<file path="config.mk">
export PLATFORM = sky130hd
export DESIGN_NAME = bus_arb4
export DESIGN_NICKNAME = d
export VERILOG_FILES = /design/src/rtl/bus_arb4.sv
export SDC_FILE = /design/constraint.sdc
export NUM_CORES = 1
export LEC_CHECK = 0
export CORE_AREA = 2 2 129 131
export DETAILED_ROUTE_END_ITERATION = 8
export DIE_AREA = 0 0 131 133
export PLACE_DENSITY = 0.51
export SLEW_MARGIN = 10
export SYNTH_ARGS = -nofsm -noshare
export SYNTH_HDL_FRONTEND = slang
export SYNTH_SLANG_ARGS = --single-unit
</file>
<file path="constraint.sdc">
create_clock -name clk -period 2.1 [get_ports clk]
set_clock_uncertainty 0.05 [all_clocks]
set_input_delay 0.21 -clock clk [delete_from_list [all_inputs] [get_ports clk]]
set_output_delay 0.21 -clock clk [all_outputs]
set_load 0.02 [all_outputs]
</file>
<file path="src/rtl/bus_arb4.sv">
// Four-requester round-robin arbiter for the shared 64-bit operand/result bus.
// Grants are capped at HOLD_MAX beats; an idle cycle always separates two grants.
module bus_arb4 #(
   parameter int unsigned HOLD_MAX = 4
) (
   input  logic        clk,
   input  logic        reset,
   input  logic [3:0]  req,
   input  logic [63:0] d0,
   input  logic [63:0] d1,
   input  logic [63:0] d2,
   input  logic [63:0] d3,
   input  logic        bus_ready,
   output logic [3:0]  gnt,
   output logic [1:0]  sel,
   output logic [63:0] bus_out,
   output logic        bus_valid
);

   localparam int unsigned CW = $clog2(HOLD_MAX + 1);
   localparam logic [CW-1:0] CntLast = CW'(HOLD_MAX - 1);

   typedef enum logic {StIdle, StGrant} state_t;

   state_t        r_state, w_state_d;
   logic [1:0]    r_ptr, w_ptr_d;
   logic [1:0]    r_sel, w_sel_d;
   logic [3:0]    r_gnt, w_gnt_d;
   logic [CW-1:0] r_cnt, w_cnt_d;
   logic [1:0]    w_pick;
   logic [1:0]    w_idx;
   logic          w_pick_ok;
   logic          w_xfer;

   // Scan from highest to lowest offset so the nearest requester to r_ptr wins.
   always_comb begin
      w_pick    = r_ptr;
      w_pick_ok = 1'b0;
      w_idx     = r_ptr;
      for (int k = 3; k >= 0; k--) begin
         w_idx = r_ptr + 2'(k);
         if (req[w_idx]) begin
            w_pick    = w_idx;
            w_pick_ok = 1'b1;
         end
      end
   end

   assign bus_valid = (r_state == StGrant) && req[r_sel];
   assign w_xfer    = bus_valid && bus_ready;

   always_comb begin
      w_state_d = r_state;
      w_ptr_d   = r_ptr;
      w_sel_d   = r_sel;
      w_gnt_d   = r_gnt;
      w_cnt_d   = r_cnt;
      unique case (r_state)
         StIdle: begin
            if (w_pick_ok) begin
               w_sel_d   = w_pick;
               w_gnt_d   = 4'b0001 << w_pick;
               w_cnt_d   = '0;
               w_state_d = StGrant;
            end
         end
         StGrant: begin
            if (!req[r_sel] || (w_xfer && (r_cnt == CntLast))) begin
               w_gnt_d   = 4'b0000;
               w_ptr_d   = r_sel + 2'd1;
               w_state_d = StIdle;
            end else if (w_xfer) begin
               w_cnt_d = r_cnt + CW'(1);
            end
         end
         default: w_state_d = StIdle;
      endcase
   end

   always_ff @(posedge clk) begin
      if (reset) begin
         r_state <= StIdle;
         r_ptr   <= 2'd0;
         r_sel   <= 2'd0;
         r_gnt   <= 4'b0000;
         r_cnt   <= '0;
      end else begin
         r_state <= w_state_d;
         r_ptr   <= w_ptr_d;
         r_sel   <= w_sel_d;
         r_gnt   <= w_gnt_d;
         r_cnt   <= w_cnt_d;
      end
   end

   assign gnt = r_gnt;
   assign sel = r_sel;

   always_comb begin
      bus_out = d0;
      unique case (r_sel)
         2'd0: bus_out = d0;
         2'd1: bus_out = d1;
         2'd2: bus_out = d2;
         2'd3: bus_out = d3;
         default: bus_out = d0;
      endcase
   end

endmodule

</file>
After elaboration in Yosys (flattened, before gate mapping)
Cells that the tools add are included.
{ "classes": {"n_lt_le_gt_ge": 5, "addsub": 5, "n_mux": 29, "n_eq_ne": 8, "n_reduce_logical": 10, "shifts": 1, "bitwise": 1} }
{ "ops": {"columns": ["op", "count"], "rows": [
  ["$pmux W64 S4", 1],
  ["$lt A2 B3 Y1 const B", 5],
  ["$mux W1", 11],
  ["$bmux W1 S2", 5],
  ["$mux W3", 3],
  ["$mux W2", 4],
  ["$mux W4", 2],
  ["$pmux W4 S2", 1],
  ["$pmux W3 S2", 1],
  ["$reduce_and A2 Y1", 3],
  ["$add A2 B1 Y2 const B", 2],
  ["$add A2 B2 Y2 const B", 2],
  ["$eq A2 B2 Y1 const B", 2],
  ["$ne A2 B1 Y1 const B", 2],
  ["$ne A2 B2 Y1 const B", 2],
  ["$shl A1 B2 Y4 const A", 1],
  ["$add A3 B1 Y3 const B", 1],
  ["$eq A3 B2 Y1 const B", 1],
  ["$logic_and A1 B1 Y1", 3],
  ["$reduce_and A3 Y1", 1],
  ["$eq A2 B1 Y1 const B", 1],
  ["$logic_not A2 Y1", 1],
  ["$pmux W1 S2", 1],
  ["$logic_not A1 Y1", 1],
  ["2 further kinds", 2]
]} }
{ "word_totals": {"reg_bits": 12, "input_bits": 263, "wordCells": 64, "out_inout_bits": 71} }

Depth between registers and ports, before layout
Gate-level depths: netlist of run 1.
{ "depth": {"depth_word": 10, "ltp_mapped": 6, "mapped_depth_nobuf": 6} }

Least setup slack after synthesis of run 1
OpenSTA, ideal clock, no wires.
{ "synth_timing": {"kind": "flip-flop to output port", "startpoint": "register r_sel[1], in the netlist sel[1]", "endpoint": "output bus_out[10]", "path_stages_with_launch": 6, "n_path_buf": 2, "slack_ps": 38, "arrival_ps": 1802, "t_required_ps": 1840, "cell_sequence": "dfxtp_1 inv_1 ha_1 buf_2 clkbuf_1 mux2i_1"} }
{ "synth_between": {"elab_chain_cells": 2, "elab_cells_between_ends": 5, "cone_classes": "3 x eq/ne; 1 x mux; 1 x reduce/logical"} }
{ "synth_rtl": {"columns": ["element", "line_no", "source"], "rows": [
  ["from (decl)", "27", "logic [1:0] r_sel, w_sel_d;"],
  ["from (signal assigned)", "90", "r_sel <= w_sel_d;"],
  ["$eq A2 B2 Y1, or another cell as far along", "101", "unique case (r_sel)"],
  ["$pmux W64 S4 (*)", "101", null],
  ["to (decl)", "16", "output logic [63:0] bus_out,"]
]} }
Every way passes the cells marked *; elsewhere a longest branch is shown, timed or not.

Worst setup path in the final report of run 1
{ "layout_timing": {"startpoint": "register r_sel[1], in the netlist sel[1]", "endpoint": "output bus_out[58]"} }
The elaborated chain is that of the path after synthesis.

==> results of run 1 <==
[metal layers]
layer  GRT usage (%)  vias up  routed length, µm  part of all wire [%]
met1            19.7     1800               6470                    40
met4            3.37        0                251                   1.5
met3            3.36       18               1350                   8.3
li1                -     1840                  -                     -
met2            30.0      202               8130                    50
met5               0        -                  0                     0
[cells in the final DEF, fill, tap and decap left out, types with 3 or more instances in the layout]
master,Yosys,layout
a21oi_1,8,8
a222oi_1,64,64
a32o_1,4,4
buf_12,0,8
buf_2,2,12
buf_4,0,19
clkbuf_16,0,6
clkbuf_2,0,49
clkdlybuf4s50_1,0,268
dfxtp_1,12,10
inv_1,69,68
mux2i_1,65,64
nand4b_1,4,4
nor2_1,3,3
[stage by stage]
stage	worst slack (ps)	total power, mW	utilization (%)
after floorplan	38.3	1.06	-
after detailed placement	-93.4	2.19	38.1
after global routing	-30.9	2.54	37.3
after CTS	0.103	2.44	38.4
final	35.5	2.40	37.3
after global placement	-65.3	2.18	38.1
[cell type report]
class	count	area [µm²]	area share, %
sequential	12	245	4.07
timing repair buffer	363	3420	56.8
multi-input combinational	181	1750	28.9
tap	220	275	4.57
clock buffer	3	75.1	1.25
inverter	69	259	4.30
antenna	2	5.00	0.0830
[kinds of logic (layout without fill, tap and decap cells)]
logic type | Yosys count | count (layout)
buffers and inverters | 100 | 435
AO/OA/AOI/OAI | 89 | 89
multiplexers | 66 | 66
AND/OR/NAND/NOR | 20 | 20
flip-flops | 12 | 12
adder cells (fa/ha/maj) | 6 | 6
other | 0 | 2
[power by group through the flow]
stage	Sequential [mW]	Clock (mW)	Combinational, mW
after floorplan	0.271	0	0.788
after global placement	0.262	0	1.91
after detailed placement	0.262	0	1.93
after CTS	0.259	0.340	1.84
after global routing	0.262	0.353	1.92
final	0.260	0.334	1.81
[Yosys cell counts]
cell type and number:
nand3_1 2, inv_1 69, dfxtp_1 12, o22ai_1 1, nor3b_1 2, o21bai_1 1
a22o_2 1, o21a_1 1, a21boi_4 1, nand4b_1 4, clkbuf_1 19, buf_1 10
or2_2 1, nor4_1 1, nand2b_1 2, a211oi_1 2, nand2_1 2, or2_0 1
or2b_1 1, mux4_2 1, o31ai_1 2, a21oi_1 8, a32o_1 4, ha_1 6
buf_2 2, and2_2 1, a222oi_1 64, mux2i_1 65, a211o_1 1, a2111o_1 1
o22a_1 2, nor2_1 3
[sequential cells by signal (all words and copies together) (netlist names)]
name,count
r_cnt,3
sel,2
r_state,1
r_ptr,2
gnt,4
[path summary, 6_finish.rpt]
path              startpoint           to
setup / recovery      sel[1]  bus_out[58]
hold / removal      r_cnt[1]     r_cnt[1]
setup reg to reg      sel[1]     r_ptr[1]
hold reg to reg     r_cnt[1]     r_cnt[1]
[timing repair]
item | 4_1_cts | 5_1_grt
cloned | 0 | 3
hold endpoints to repair | 0 | 0
pin swaps | 4 | 16
setup endpoints to repair | 65 | 63
resized for setup | 121 | 97
[worst max-delay path: stages, from the launching register on]
cell	delay (ps)
dfxtp_2	320
buf_6	120
ha_4	210
clkbuf_16	200
a222oi_1	330
mux2i_1	120
clkdlybuf4s15_2	270
==> flow_metrics.tcl, run 1 <==
set metrics [dict create \
    synth_area_leader_cell "mux2i_1" \
    clock_sinks 12 \
    whs_ps 423 \
    fin_crit_ps 2060 \
    reg2reg_slack_ps 310 \
    netlist_area_um2 2330 \
    max_freq_mhz 484 \
    antenna_left 0 \
    dpl.cell_count 842 \
    hold_path_class "reg2reg" \
    cts.hold.buffers_added 0 \
    net-switching-power_uw 915 \
    synth.area.mux_share_pct 28.9 \
    clkPwrFrac_pct 13.9 \
    power_density_nw_per_um2 398 \
    fin_cells 850 \
    synth_top_family_by_area "compound AO/OA/AOI/OAI gates" \
    arrival_ps 1800 \
    synthXorXnorAreaFrac_pct 0 \
    swShare_pct 38.1 \
    pin_count 334 \
    die_w_um 131 \
    crit_type "reg2out" \
    slew-limit-headroom_pct 71.4 \
    yosys_warnings 0 \
    ys_top_cells_by_area "mux2i_1 (28%), a222oi_1 (27%), inv_1 (11%)" \
    synthSimpleGateAreaFrac_pct 5.37 \
    end_kind "output pin" \
    combPwrFrac_pct 75.2 \
    drc_errors 0 \
    synth-compound-area-share_pct 36.0 \
    die-area_um2 17400 \
    yosysSeqAreaShare_pct 10.3 \
    drive_gt1_share_pct 17.5 \
    vias_per_cell 4.54 \
    rsz0062_at_grt "true" \
    startpoint_type "flip-flop" \
    drtIter0Drc 409 \
    tritoncts "done" \
    wl_per_cell_um 19.1 \
    p_leak_nw 2.76 \
    clk-insertion-delay-late_ps 230 \
    final_nets 899 \
    p_int_mw 1.48 \
    fin_area_um2 6030 \
    worstPathMaxFanout 16 \
    slew_viol_final 0 \
    cts_buffers 3 \
    yosys.area.top_type_share_pct 27.9 \
    hold_viol_final 0 \
    overflow 0 \
    grt_pass1_wl_mm 22.3 \
    worstPathRequired_ps 1840 \
    area_growth_pct 159 \
    dp_hpwl_mm 12.8 \
    die_h_um 133 \
    synthCells 293 \
    synth_fp_nets 562 \
    drt-pass1-iter-count 7 \
    yosysUniqueCellTypes 32 \
    period_share_pct 98.3 \
    worst_pin_slew_ps 428 \
    core_area_um2 16200 \
    cap_violations 0 \
    h-tree-depth 1 \
    cts_root_buf "clkbuf_16" \
    grt_max_degree 34 \
    gp_congestion 0.845 \
    grt_pass1_vias 3874 \
    initial_core_util_pct 14.4 \
    grt_antenna_before_repair 2 \
    peakVddDrop_mv 0.355 \
    drt_wl_total_mm 16.2 \
    status "finished, final reports clean" \
    finalSetupViolations 0 \
    fillers 1666 \
    synth_seq_cells 12 \
    synthAdderAreaFrac_pct 3.22 \
    dpl_cell_area_um2 6150 \
    post_cts_buffers 0 \
    seq_power_share_pct 10.8 \
    num_rows 47 \
    setup_tns_ps 0 \
    synth_area_per_cell_um2 7.95 \
    portBuffers 333 \
    vias 3860 \
    holdPathStages 2 \
    clockBufferDepth 2 \
    ff2ff_path_depth 6 \
    grt_usage_pct 16.5 \
    clkTransAtPathRegs_ps 40 \
]
No activity file was read; power rests on OpenSTA's default activity.
==> run 2: changes to the inputs <==
--- a/config.mk
+++ b/config.mk
@@ -8,7 +8,6 @@
 export CORE_AREA = 2 2 129 131
 export DETAILED_ROUTE_END_ITERATION = 8
 export DIE_AREA = 0 0 131 133
-export PLACE_DENSITY = 0.51
 export SLEW_MARGIN = 10
 export SYNTH_ARGS = -nofsm -noshare
 export SYNTH_HDL_FRONTEND = slang
==> flow_metrics.tcl, run 2 (synthesis gave the netlist of run 1 again) <==
set metrics [dict create \
    die_w_um 131 \
    tritoncts "done" \
    portBuffers 333 \
    clkTransAtPathRegs_ps 50 \
    cts_buffers 3 \
    worstPathMaxFanout 13 \
    overflow 0 \
    cap_violations 0 \
    slew-limit-headroom_pct 71.3 \
    r2r-end "r_ptr[1]" \
    grt_pass1_vias 3995 \
    end_kind "output pin" \
    final_common_cell "clkdlybuf4s50_1" \
    hold_viol_final 0 \
    drt_wl_total_mm 16.0 \
    area_growth_pct 171 \
    core_area_um2 16200 \
    fin_crit_ps 2150 \
    num_rows 47 \
    reg2reg_slack_ps 290 \
    holdPathStages 1 \
    dp_worst_setup_slack_ps -232 \
    cpMaxStageDelayCell "a222oi_1" \
    crit_type "reg2out" \
    wl_per_cell_um 18.3 \
    drive_gt1_share_pct 20.8 \
    grt_pass1_wl_mm 21.7 \
    drtIter0Drc 414 \
    grt_usage_pct 15.9 \
    path_buf_inv 4 \
    critical_path.top_delay_family "buffers and inverters" \
    arrival_ps 1890 \
    max_freq_mhz 465 \
    die-area_um2 17400 \
    clk-insertion-delay-late_ps 250 \
    hold_path_class "reg2reg" \
    worst_path_largest_cell_delay_ps 380 \
    vias 4014 \
    h-tree-depth 1 \
    period_share_pct 102 \
    rsz0062_at_grt "true" \
    power_density_nw_per_um2 400 \
    path_cells "buf_12 > ha_4 > buf_12 > buf_12 > a222oi_1 > mux2i_1 > buf_2" \
    peakVddDrop_mv 0.451 \
    slew_viol_final 0 \
    largest_register_ffs 4 \
    violations "negative setup slack" \
    ff2ff_path_depth 6 \
    cts_root_buf "clkbuf_16" \
    drc_errors 0 \
    dpl.cell_count 859 \
    worstPathRequired_ps 1840 \
    grt_antenna_before_repair 1 \
    pin_count 334 \
    grt_max_degree 32 \
    timing.rr.start "sel[1]" \
    vias_per_cell 4.58 \
    clock_sinks 12 \
    antenna_left 0 \
    worstHoldEndpoint "gnt[2]" \
    final_nets 925 \
    fin_cells 876 \
    cp_common_cell "buf_12" \
    dp_hpwl_mm 12.9 \
    layout_common_cells "clkdlybuf4s50_1 (268), inv_1 (67), mux2i_1 (65), a222oi_1 (64), buf_2 (56)" \
    drt-pass1-iter-count 6 \
    fin_ws_ps -48.5 \
    p_leak_nw 2.92 \
    die_h_um 133 \
    clockBufferDepth 2 \
    gp_congestion 0.899 \
    startpoint_type "flip-flop" \
    finalSetupViolations 2 \
    hold_path_startpoint "gnt[2]" \
    initial_core_util_pct 14.4 \
    status "complete, but fails checks" \
    worst_pin_slew_ps 429 \
]
==> run 2: cell types whose count changed in the layout (fill, tap and decap cells not counted), sizes merged <==
cell,previous run,this run
buf,41,113
clkbuf,55,10
diode,2,1
==> run 2: how the worst max path moves through the flow <==
stage / cells past startpoint / start / endpoint
floorplan: 5 / sel[1] / bus_out[10]
global placement: 7 / sel[0] / bus_out[42]
detailed placement: 7 / sel[0] / bus_out[60]
CTS: 7 / sel[0] / bus_out[10]
global route: 7 / sel[0] / bus_out[45]
finish: 7 / sel[0] / bus_out[45]
==> run 2: what timing repair did <==
action                     CTS  global route
setup endpoints to repair   65            42
hold buffers                 0             0
gates cloned                 0             3
pin swaps                   11            37
resized for setup          244            22
buffers inserted             1             8
==> run 2: power by group <==
group	switching [mW]	leakage [nW]	total [mW]	internal, mW
Sequential	0.0178	0.0995	0.262	0.244
Clock	0.115	0.0442	0.403	0.289
Combinational	0.820	2.78	1.86	1.04
==> run 2: layer usage <==
metal	up-vias	GRT usage [%]	part of all wire [%]
li1	1892	-	-
met1	1897	18.2	39
met2	213	30.6	52
met3	12	2.83	9.0
met4	0	2.42	0.93
met5	-	0	0
==> run 2: metrics by stage <==
step / hold WS (ps) / cell area, µm² / total power, mW / util (%) / TNS, ps
floorplan: 333 / 2330 / 1.06 / - / 0
global placement: 416 / 6320 / 2.20 / 39.1 / -4970
detailed placement: 411 / 6320 / 2.21 / 39.1 / -6370
CTS: 427 / 6190 / 2.47 / 38.3 / -26.0
global route: 444 / 6310 / 2.64 / 39.0 / -955
finish: 426 / 6310 / 2.52 / 39.0 / -82.8
==> run 2: final cells by class <==
cell class | count | area, µm²
diodes | 1 | 2.50
inverters | 69 | 259
repair buffers | 389 | 3680
multi-input cells | 181 | 1750
well taps | 220 | 275
flip-flops and latches | 12 | 248
fillers | 1615 | 9860
clock buffers | 4 | 88.8
==> variant 1: new RTL, settings of run 1 <==
Change the parameter `HOLD_MAX` from 4 to 2.
--- a/src/rtl/bus_arb4.sv
+++ b/src/rtl/bus_arb4.sv
@@ -1,7 +1,7 @@
 // Four-requester round-robin arbiter for the shared 64-bit operand/result bus.
 // Grants are capped at HOLD_MAX beats; an idle cycle always separates two grants.
 module bus_arb4 #(
-   parameter int unsigned HOLD_MAX = 4
+   parameter int unsigned HOLD_MAX = 2
 ) (
    input  logic        clk,
    input  logic        reset,
Check against the original RTL: not equivalent (a bounded check fails within 4 cycles, from zero or initial values and one cycle with reset high).
==> variant 1 against run 1 <==
The flow now finishes with violations (DRC); worst setup slack worse by 0.0063 ns; non-clock buffer count up 2; cell area is 0.54% lower; count of clock-buffer cells in the layout increased by 1; total power rose by 2.0%; core utilization down 0.20 points; sequential cell count fell by 1; area after synthesis fell by 3.4%; synthesized cell count is 0.34% lower; wire length is 4.8% lower; largest cell class unchanged; highest routed layer is now met5.
==> variant 1: results <==
export IMPL_diodes=0
export IMPL_dr_pass1_iters=9
export IMPL_cts_root_buf="clkbuf_16"
export IMPL_tightestPinTransition_ns=0.4565
export IMPL_topRoutingLayerUsed="met5"
export IMPL_use_met1_pct=17.08
export IMPL_critPathArrivalTime_ns=1.81
export IMPL_wl_um=15420
export IMPL_detail_route_wl_per_cell_um=18.12
export IMPL_drtIter0Drc=382
export IMPL_synth_area_per_cell_um2=7.704
export IMPL_grt_pass1_wl_um=21430
export IMPL_hpwl_um=12390
export IMPL_violations="DRC"
export IMPL_clk_path_buf_depth=2
export IMPL_placedCellCount=845
export IMPL_viasPerCell=4.559
export IMPL_vdd_drop_max_mv=0.3999
export IMPL_gr_usage_met3_pct=3.680
export IMPL_crit_path_max_fanout=23
export IMPL_synth_area_leaders="mux2i_1, a222oi_1, inv_1"
export IMPL_placed_area_um2=6088
export IMPL_nFillCells=1663
export IMPL_antenna_found_initial=1
export IMPL_route_met3_wl_um=1510
export IMPL_cts_setup_buffers=0
export IMPL_status="finished with violations"
export IMPL_wl_met2_um=8052
export IMPL_htreeDepth=1
export IMPL_grt_max_degree=32
export IMPL_drcViolationCount=5
export IMPL_numCtsBuffers=3
export IMPL_drive_gt1_share_pct=17.91
export IMPL_p_leak_nw=2.750
export IMPL_met1Wirelength_um=5630
export IMPL_ys_seq_area_share_pct=9.789
export IMPL_dpl_worst_slack_ns=-0.2011
export IMPL_hold_path_class="reg2reg"
export IMPL_grt_use_total_pct=15.62
export IMPL_synth_common_cells="inv_1, mux2i_1, a222oi_1, clkbuf_1, dfxtp_1"
export IMPL_cts_resized=192
export IMPL_fin_nets=900
export IMPL_r2r_setup_slack_ns=0.19
export IMPL_period_minus_slack_ns=2.071
export IMPL_gp_congestion=0.8408
export IMPL_synth_fp_nets=560
export IMPL_grt_pass1_vias=4057
export IMPL_synthDistinctLibCells=33
export IMPL_use_met2_pct=30.20
export IMPL_fin_hold_ws_ns=0.4041
[variant 1: cell types whose count changed in the layout (fill, tap and decap cells not counted), moves of 3 or more]
cell             before  now
buf_4                19   23
nand4b_1              4    0
clkbuf_2             49   15
nand2_1               2    7
a32o_1                4    0
nor2_1                3    6
nor2b_1               0    3
buf_2                12   37
clkdlybuf4s15_2       1   11
[variant 1: kinds of logic (layout without fill, tap and decap cells)]
logic type	after synthesis	count (layout)	share of synthesized area [%]
buffers and inverters	98	437	16.46
AO/OA/AOI/OAI	80	80	33.20
multiplexers	66	66	29.92
AND/OR/NAND/NOR	32	32	7.843
flip-flops	11	11	9.789
adder cells (fa/ha/maj)	5	5	2.781
[variant 1: area by class of cell]
| class | count | area [µm²] | area share, % |
|---|---|---|---|
| Multi-Input combinational cell | 183 | 1699 | 28.33 |
| Tap cell | 220 | 275.3 | 4.590 |
| Sequential cell | 11 | 227.7 | 3.797 |
| Clock buffer | 4 | 78.83 | 1.314 |
| Inverter | 68 | 257.7 | 4.298 |
| Timing Repair Buffer | 365 | 3458 | 57.67 |
[variant 1: worst max-delay path, cell delays in order (launching register included)]
cell and delay (ns):
dfxtp_4 0.37, inv_2 0.07, ha_4 0.18, buf_12 0.16, a222oi_1 0.45, mux2i_1 0.14
buf_2 0.19
[variant 1: path summary, 6_finish.rpt]
path,from,to,depth (start not counted)
worst max-delay path,sel[1],bus_out[58],6
worst min-delay path,gnt[0],gnt[0],2
worst max register to register,sel[1],gnt[3],7
worst min register to register,gnt[0],gnt[0],2
[variant 1: report_power, final]
group / internal [W] / switching [W]
logic: 0.00102 / 0.000836
registers: 0.000226 / 0.0000179
clock network: 0.000255 / 0.0000942
total: 0.00150 / 0.000948
==> variant 2: new RTL, flow settings as in run 1 <==
Made on the original files. Reset style: asynchronous (`reset`), changed in one clocked block.
--- a/src/rtl/bus_arb4.sv
+++ b/src/rtl/bus_arb4.sv
@@ -77,7 +77,7 @@
       endcase
    end
 
-   always_ff @(posedge clk) begin
+   always_ff @(posedge clk or posedge reset) begin
       if (reset) begin
          r_state <= StIdle;
          r_ptr   <= 2'd0;
Function: differs if reset is asserted again (counterexample within 4 cycles, from zero or initial values and one cycle with reset high); with reset held inactive, the same outputs for 10 cycles.
==> variant 2 against run 1 <==
Count of clock-buffer cells in the layout unchanged; cell area increased by 5.9%; critical path depth unchanged; wire length decreased by 5.4%; sequential cell count unchanged; non-clock buffer count increased by 19; area after synthesis increased by 0.43%; synthesized cell count decreased by 1.4%; register-to-register slack got worse by 0.20 ns; sequential share of layout area increased by 0.67 points; worst setup slack got worse by 0.0091 ns; critical path type unchanged; critical endpoint is now bus_out[10].
Power is left out: it rests on default switching activity, and per cell area and clock period it moved more than threefold.
==> variant 2: results <==
export IMPL_grt_pass1_wl_um=20580
export IMPL_slew_limit_headroom_pct=68.31
export IMPL_hold_path_class="in2async"
export IMPL_synth_compound_area_share_pct=33.42
export IMPL_antenna_found_initial=0
export IMPL_synthDistinctLibCells=31
export IMPL_r2r_cells=7
export IMPL_wl_met2_um=7964
export IMPL_nFillCells=1595
export IMPL_cts_setup_buffers=3
export IMPL_synth_fp_nets=558
export IMPL_wl_um=15320
export IMPL_r2r_setup_slack_ns=0.11
export IMPL_clock_buffers=3
export IMPL_crit_path_max_fanout=15
export IMPL_slowest_delay_ns=0.45
export IMPL_r2r_start="sel[1]"
export IMPL_port_buffers=333
export IMPL_synth_common_cells="inv_1, mux2i_1, a222oi_1, clkbuf_1, dfrtp_1"
export IMPL_critPathArrivalTime_ns=1.81
export IMPL_cts_resized=248
export IMPL_nonClockInverterCount=70
export IMPL_seq_area_share_pct=4.740
export IMPL_viasPerCell=4.565
export IMPL_synth_fa_ha_area_share_pct=3.209
export IMPL_finalCritPeriodShare_pct=98.74
export IMPL_nNonClkBuffers=382
export IMPL_dpl_worst_slack_ns=-0.1566
export IMPL_synth_area_leaders="mux2i_1, a222oi_1, dfrtp_1"
export IMPL_num_multi_input_gates=179
export IMPL_final_clk_cell_share_pct=1.175
export IMPL_route_met3_wl_um=1511
export IMPL_ys_seq_area_share_pct=12.83
export IMPL_synth_mux_area_share_pct=30.11
export IMPL_met1Wirelength_um=5645
export IMPL_reg2reg_to="r_cnt[1]"
export IMPL_diodes=0
export IMPL_fin_nets=917
export IMPL_signal_buffer_area_fraction_pct=58.63
export IMPL_htreeDepth=1
export IMPL_multi_input_area_um2=1724
export IMPL_synthArstFlopShare_pct=100.0
export IMPL_drive_gt1_share_pct=20.43
export IMPL_crit_path_end="bus_out[10]"
export IMPL_ys_flop_type="dfrtp_1"
export IMPL_grt_use_total_pct=14.85
export IMPL_gr_usage_met3_pct=3.275
export IMPL_status="finished clean"
export IMPL_use_met2_pct=29.19
export IMPL_cp_slowest_cell="dfrtp_2"
export IMPL_crit_start="sel[0]"
export IMPL_use_met1_pct=16.14
export IMPL_grt_pass1_vias=3941
export IMPL_gp_congestion=0.9257
variant 2: cell types whose count changed in the layout (fill, tap and decap cells not counted), moves of 3 or more:
| cell | change |
|---|---|
| dfrtp_1 | +10 |
| clkbuf_2 | -49 |
| nand2_1 | +6 |
| buf_2 | +21 |
| nand4b_1 | -4 |
| dfxtp_1 | -10 |
| buf_6 | +8 |
| buf_4 | +36 |
| a21oi_1 | -3 |
| a32o_1 | -4 |
variant 2: through the flow:
| step | cell area [µm²] | utilization, % | std cells | TNS, ns | hold WS [ns] |
|---|---|---|---|---|---|
| floorplan | 2347 | - | 289 | 0 | 0.02470 |
| global placement | 6192 | 38.29 | 845 | -4.698 | 0.4189 |
| detailed placement | 6192 | 38.29 | 845 | -6.681 | 0.4308 |
| CTS | 6195 | 38.31 | 853 | -0.2050 | 0.2593 |
| global route | 6387 | 39.50 | 866 | -1.122 | 0.2877 |
| finish | 6387 | 39.50 | 866 | 0 | 0.2433 |
